`config.mk`:
```
export PLATFORM = sky130hd
export DESIGN_NAME = cpu6_memarb
export DESIGN_NICKNAME = d
export VERILOG_FILES = /design/src/rtl/cpu6_memarb_pkg.sv /design/src/rtl/cpu6_dfflr.sv /design/src/rtl/cpu6_memarb_rsp_pipe.sv /design/src/rtl/cpu6_memarb.sv
export SDC_FILE = /design/constraint.sdc
export NUM_CORES = 1
export LEC_CHECK = 0
export ABC_CLOCK_PERIOD_IN_PS = 1900
export BUFFER_PORTS_ARGS = -buffer_cell sky130_fd_sc_hd__buf_2
export CORE_AREA = 2 2 104 106
export DETAILED_ROUTE_END_ITERATION = 6
export DIE_AREA = 0 0 106 108
export PLACE_DENSITY_LB_ADDON = 0.12
export REMOVE_ABC_BUFFERS = 1
export SYNTH_ARGS = -nofsm -noshare
export SYNTH_HDL_FRONTEND = slang
export SYNTH_HIERARCHICAL = 1
export SYNTH_SLANG_ARGS = --single-unit
```
`constraint.sdc`:
```
create_clock -name clk -period 1.9 [get_ports clk]
set_input_delay 0.095 -clock clk [delete_from_list [all_inputs] [get_ports clk]]
set_output_delay 0.095 -clock clk [all_outputs]
set_load 0.02 [all_outputs]
```
`src/rtl/cpu6_memarb_pkg.sv`:
```
// Shared definitions for the cpu6 instruction/data memory arbiter.
package cpu6_memarb_pkg;

   localparam int unsigned CPU6_XLEN         = 32;
   localparam int unsigned CPU6_ARB_STARVE_W = 4;

   typedef enum logic {
      CPU6_ARB_LS_PRIO  = 1'b0,
      CPU6_ARB_IF_FORCE = 1'b1
   } cpu6_arb_state_e;

   localparam logic CPU6_ARB_OWNER_IF = 1'b0;
   localparam logic CPU6_ARB_OWNER_LS = 1'b1;

   typedef struct packed {
      logic valid;
      logic owner;
   } cpu6_arb_slot_t;

endpackage

```
`src/rtl/cpu6_dfflr.sv`:
```
// Loadable flop with synchronous active-high clear.
module cpu6_dfflr #(
   parameter int unsigned WIDTH = 1
) (
   input  logic             clk,
   input  logic             reset,
   input  logic             lden,
   input  logic [WIDTH-1:0] d,
   output logic [WIDTH-1:0] q
);

   always_ff @(posedge clk) begin
      if (reset) begin
         q <= '0;
      end else if (lden) begin
         q <= d;
      end
   end

endmodule

```
`src/rtl/cpu6_memarb_rsp_pipe.sv`:
```
// MEM_LAT-deep {valid, owner} shift register that follows each RAM read to its data beat.
module cpu6_memarb_rsp_pipe
   import cpu6_memarb_pkg::*;
#(
   parameter int unsigned MEM_LAT = 1
) (
   input  logic clk,
   input  logic reset,
   input  logic in_valid,
   input  logic in_owner,
   output logic out_valid,
   output logic out_owner
);

   cpu6_arb_slot_t [MEM_LAT-1:0] stage_q;

   for (genvar i = 0; i < MEM_LAT; i++) begin : g_stage
      cpu6_arb_slot_t stage_d;
      if (i == 0) begin : g_head
         assign stage_d = '{valid: in_valid, owner: in_owner};
      end else begin : g_tail
         assign stage_d = stage_q[i-1];
      end

      cpu6_dfflr #(
         .WIDTH (2)
      ) u_stage (
         .clk   (clk),
         .reset (reset),
         .lden  (1'b1),
         .d     (stage_d),
         .q     (stage_q[i])
      );
   end

   assign out_valid = stage_q[MEM_LAT-1].valid;
   assign out_owner = stage_q[MEM_LAT-1].owner;

endmodule

```
`src/rtl/cpu6_memarb.sv`:
```
// Single-port RAM arbiter between instruction fetch and load/store, with fetch anti-starvation.
module cpu6_memarb
   import cpu6_memarb_pkg::*;
#(
   parameter int unsigned XLEN       = CPU6_XLEN,
   parameter int unsigned MEM_LAT    = 1,
   parameter int unsigned STARVE_MAX = 3
) (
   input  logic            clk,
   input  logic            reset,
   input  logic            if_req,
   input  logic [XLEN-1:0] if_addr,
   output logic            if_gnt,
   output logic            if_rvalid,
   output logic [XLEN-1:0] if_rdata,
   input  logic            ls_req,
   input  logic            ls_we,
   input  logic [XLEN-1:0] ls_addr,
   input  logic [XLEN-1:0] ls_wdata,
   output logic            ls_gnt,
   output logic            ls_rvalid,
   output logic [XLEN-1:0] ls_rdata,
   output logic            mem_req,
   output logic            mem_we,
   output logic [XLEN-1:0] mem_addr,
   output logic [XLEN-1:0] mem_wdata,
   input  logic [XLEN-1:0] mem_rdata
);

   localparam logic [CPU6_ARB_STARVE_W-1:0] STARVE_LIM = STARVE_MAX[CPU6_ARB_STARVE_W-1:0];
   localparam logic [CPU6_ARB_STARVE_W-1:0] STARVE_SAT = '1;

   cpu6_arb_state_e              state_q, state_d;
   logic [CPU6_ARB_STARVE_W-1:0] starve_cnt_q, starve_cnt_d;
   logic                         pipe_valid, pipe_owner;

   // Grant decision; gated by reset so nothing reaches the RAM while resetting.
   always_comb begin
      if_gnt = 1'b0;
      ls_gnt = 1'b0;
      if (!reset) begin
         case (state_q)
            CPU6_ARB_IF_FORCE: begin
               if (if_req) begin
                  if_gnt = 1'b1;
               end else if (ls_req) begin
                  ls_gnt = 1'b1;
               end
            end
            default: begin
               if (ls_req) begin
                  ls_gnt = 1'b1;
               end else if (if_req) begin
                  if_gnt = 1'b1;
               end
            end
         endcase
      end
   end

   always_comb begin
      starve_cnt_d = '0;
      if (if_req && !if_gnt) begin
         starve_cnt_d = (starve_cnt_q == STARVE_SAT) ? starve_cnt_q : starve_cnt_q + 4'd1;
      end

      state_d = state_q;
      case (state_q)
         CPU6_ARB_LS_PRIO: begin
            if (starve_cnt_d >= STARVE_LIM) begin
               state_d = CPU6_ARB_IF_FORCE;
            end
         end
         CPU6_ARB_IF_FORCE: begin
            if (if_gnt || !if_req) begin
               state_d = CPU6_ARB_LS_PRIO;
            end
         end
         default: state_d = CPU6_ARB_LS_PRIO;
      endcase
   end

   always_ff @(posedge clk) begin
      if (reset) begin
         state_q      <= CPU6_ARB_LS_PRIO;
         starve_cnt_q <= '0;
      end else begin
         state_q      <= state_d;
         starve_cnt_q <= starve_cnt_d;
      end
   end

   always_comb begin
      mem_req   = if_gnt | ls_gnt;
      mem_we    = ls_gnt & ls_we;
      mem_addr  = '0;
      mem_wdata = '0;
      if (ls_gnt) begin
         mem_addr  = ls_addr;
         mem_wdata = ls_wdata;
      end else if (if_gnt) begin
         mem_addr = if_addr;
      end
   end

   cpu6_memarb_rsp_pipe #(
      .MEM_LAT (MEM_LAT)
   ) u_rsp_pipe (
      .clk       (clk),
      .reset     (reset),
      .in_valid  (mem_req & ~mem_we),
      .in_owner  (ls_gnt),
      .out_valid (pipe_valid),
      .out_owner (pipe_owner)
   );

   // The pipe's last stage still holds pre-reset reads during the reset cycle itself.
   always_comb begin
      if_rvalid = !reset && pipe_valid && (pipe_owner == CPU6_ARB_OWNER_IF);
      ls_rvalid = !reset && pipe_valid && (pipe_owner == CPU6_ARB_OWNER_LS);
      if_rdata  = if_rvalid ? mem_rdata : '0;
      ls_rdata  = ls_rvalid ? mem_rdata : '0;
   end

endmodule

```
==> load_flow_metrics.sql <==
INSERT INTO impl_metrics (metric_group, metric, value, unit) VALUES
('synthesis', 'synth_adder_area_share', '0.941', '%'),
('pwr', 'p_switching', '0.322', 'mW'),
('setup_path', 'path_class', 'reg -> out', ''),
('cts', 'cts-root-buf', 'clkbuf_8', ''),
('routing', 'drt-vias-per-instance', '3.82', ''),
('setup_path', 'regToRegSetupSlack', '0.66', 'ns'),
('pwr', 'power.switching_fraction', '38.3', '%'),
('synthesis', 'synthesis.yosys.warnings', '6', ''),
('routing', 'drtAntennaViolNets', '0', ''),
('global_route', 'globalRouteOverflowTotal', '0', ''),
('pwr', 'power_frac_clock', '26.0', '%'),
('placed_design', 'hpwlAfterDp', '6410', 'um'),
('hold_path', 'timing.hold.worst.class', 'in -> reg', ''),
('global_route', 'wire_length_of_the_first_global_routing_pass', '10400', 'um'),
('finish', 'drive_above_1_share', '62.5', '%'),
('cts', 'cts_hold_repair.buffers', '0', ''),
('die', 'fp.coreArea', '10200', 'um^2'),
('flow_run', 'drv.max_cap_violation_count', '0', ''),
('setup_path', 'path_buf_inv', '2', ''),
('cts', 'insertion_delay', '0.23', 'ns'),
('setup_path', 'path_cells', 'nor2b_1 > nor3b_4 > buf_12 > a22o_1 > buf_2', ''),
('routing', 'route.vias.total', '2213', ''),
('pwr', 'internal_power', '0.518', 'mW'),
('global_route', 'grtUsageTotal', '11.4', '%'),
('global_route', 'grt_util_met3', '1.57', '%'),
('die', 'floorplan.die.height', '108', 'um'),
('sta', 'fmaxAchievable', '638', 'MHz'),
('synthesis', 'asyncSetResetFlopFracSynth', '0', '%'),
('finish', 'final_layout_net_count', '578', ''),
('synthesis', 'synthesis.area', '1330', 'um^2'),
('global_route', 'via_count_of_the_first_global_routing_pass', '1974', ''),
('die', 'die_ar', '11400', 'um^2'),
('sta', 'final_hold_fails', '0', ''),
('setup_path', 'critical-path-top-delay-family', 'buffers and inverters', ''),
('synthesis', 'netlist.area_leader.share', '46.1', '%'),
('pwr', 'totalPowerFinal', '0.839', 'mW'),
('placed_design', 'finalWeightedCongestion', '0.784', ''),
('pwr', 'vdd_drop_max', '0.262', 'mV'),
('synthesis', 'synth_top_family_by_area', 'simple AND/OR/NAND/NOR gates', ''),
('setup_path', 'worst-path-max-fanout', '35', ''),
('synthesis', 'synth_cell_type_count', '25', ''),
('setup_path', 'cp_data_arrival_time', '1.47', 'ns'),
('global_route', 'met1_routing_resource_usage_after_global_routing', '11.6', '%'),
('synthesis', 'synth_edf_count', '0', ''),
('synthesis', 'synth_flop_cell', 'dfxtp_1', ''),
('global_route', 'grt_use_met2', '24.0', '%'),
('placed_design', 'numPortBuffers', '266', ''),
('sta', 'rsz0062_at_grt', 'no', ''),
('setup_path', 'critical_path.slowest_cell', 'dfxtp_1', ''),
('synthesis', 'synth_xor_xnor_area_share', '0.659', '%'),
('finish', 'num_antenna_cells', '0', ''),
('global_route', 'grt_antenna_before_repair', '0', ''),
('synthesis', 'syn_avg_cell_area', '7.23', 'um^2'),
('pwr', 'power.leakage', '1.84', 'nW'),
('routing', 'remaining_routing_drc_violations', '0', ''),
('die', 'start_util', '13.0', '%'),
('global_route', 'grt_start_max_net_pins', '70', ''),
('synthesis', 'synthSimpleGateAreaFrac', '53.9', '%'),
('setup_path', 'critical_path_required', '1.80', 'ns'),
('setup_path', 'cp_slowest_stage_delay', '0.38', 'ns'),
('routing', 'routed_wl', '7690', 'um'),
('cts', 'clk_pin_slew', '0.04', 'ns'),
('cts', 'clk_sinks', '7', ''),
('pwr', 'portion_of_total_power_attributed_to_sequential_cells', '18.3', '%'),
('sta', 'fin_worst_skew', '0.00355', 'ns'),
('synthesis', 'synth_compound_gate_area_share', '24.6', '%'),
('status', 'run_status', 'completed', ''),
('setup_path', 'end_kind', 'output port', ''),
('finish', 'post-route-cell-area', '2870', 'um^2'),
('routing', 'drt_initial_violations', '101', ''),
('routing', 'routed_wire_length_per_instance', '13.3', 'um');
## final cells by class
| cell class | instances | area, um^2 | area share (%) |
|---|---|---|---|
| clock buffer | 4 | 45.0 | 1.57 |
| inverter | 2 | 7.51 | 0.262 |
| sequential | 7 | 140 | 4.89 |
| tap | 136 | 170 | 5.94 |
| timing repair buffer | 270 | 1390 | 48.4 |
| multi-input combinational | 160 | 1120 | 39.0 |
## placed cells by master, fill, tap and decap left out, types with 2 or more instances in the layout
master and instances:
a211oi_1 2, a21o_1 2, a22o_1 32, and2_1 98, buf_12 2, buf_2 266
buf_4 2, clkbuf_8 3, conb_1 2, dfxtp_1 7, inv_1 2, mux2i_1 3
nand3_1 2, nor2_1 5, nor2b_1 2
## layer usage
layer	wire length, um	vias to the layer above
li1	-	1134
met1	2790	979
met2	4410	96
met3	458	4
met4	29	0
met5	0	-
## stage by stage
stage	setup TNS [ns]	hold slack, ns	setup WS [ns]	std cells
2_1_floorplan	-14.22	0.167	-0.240	169
3_3_place_gp	0	0.371	0.576	575
3_5_place_dp	0	0.376	0.533	575
4_1_cts	0	0.129	0.324	579
5_1_grt	0	0.152	0.244	579
6_report	0	0.134	0.332	579
## power by group through the flow
stage | logic (mW) | clock network (mW) | registers [mW]
after floorplan | 0.221 | 0 | 0.155
after global placement | 0.471 | 0 | 0.156
after detailed placement | 0.471 | 0 | 0.156
after CTS | 0.474 | 0.227 | 0.154
after global routing | 0.507 | 0.232 | 0.154
final | 0.468 | 0.218 | 0.154
## state kept, by name, summed over array words and instances, names as in the netlist
signal and cells:
starve_cnt_q 4, u_rsp_pipe/g_stage.u_stage/q 2, state_q 1
## final timing paths
check                                startpoint                                 end  cells after the start
worst min-delay path                      reset  u_rsp_pipe/g_stage[0].u_stage/q[1]                      2
worst max register to register          state_q  u_rsp_pipe/g_stage[0].u_stage/q[1]                      6
worst max-delay path                    state_q                        mem_addr[10]                      5
worst min register to register  starve_cnt_q[3]                     starve_cnt_q[3]                      2
## cell families (layout without fill, tap and decap cells)
family / count (synthesis) / after routing
XOR/XNOR: 1 / 1
AND/OR/NAND/NOR: 115 / 115
adder cells (fa/ha/maj): 1 / 1
AO/OA/AOI/OAI: 38 / 38
multiplexers: 3 / 3
buffers and inverters: 18 / 276
other: 1 / 2
flip-flops: 7 / 7
## Yosys cell counts, drive strengths merged, types with 2 or more instances
master,number
nor3b,2
buf,10
a22o,32
a21o,2
nor2b,2
nand3,2
a211oi,2
dfxtp,7
and2,98
clkbuf,6
nor2,5
inv,2
mux2i,3
Power figures use the tool's default switching activity.
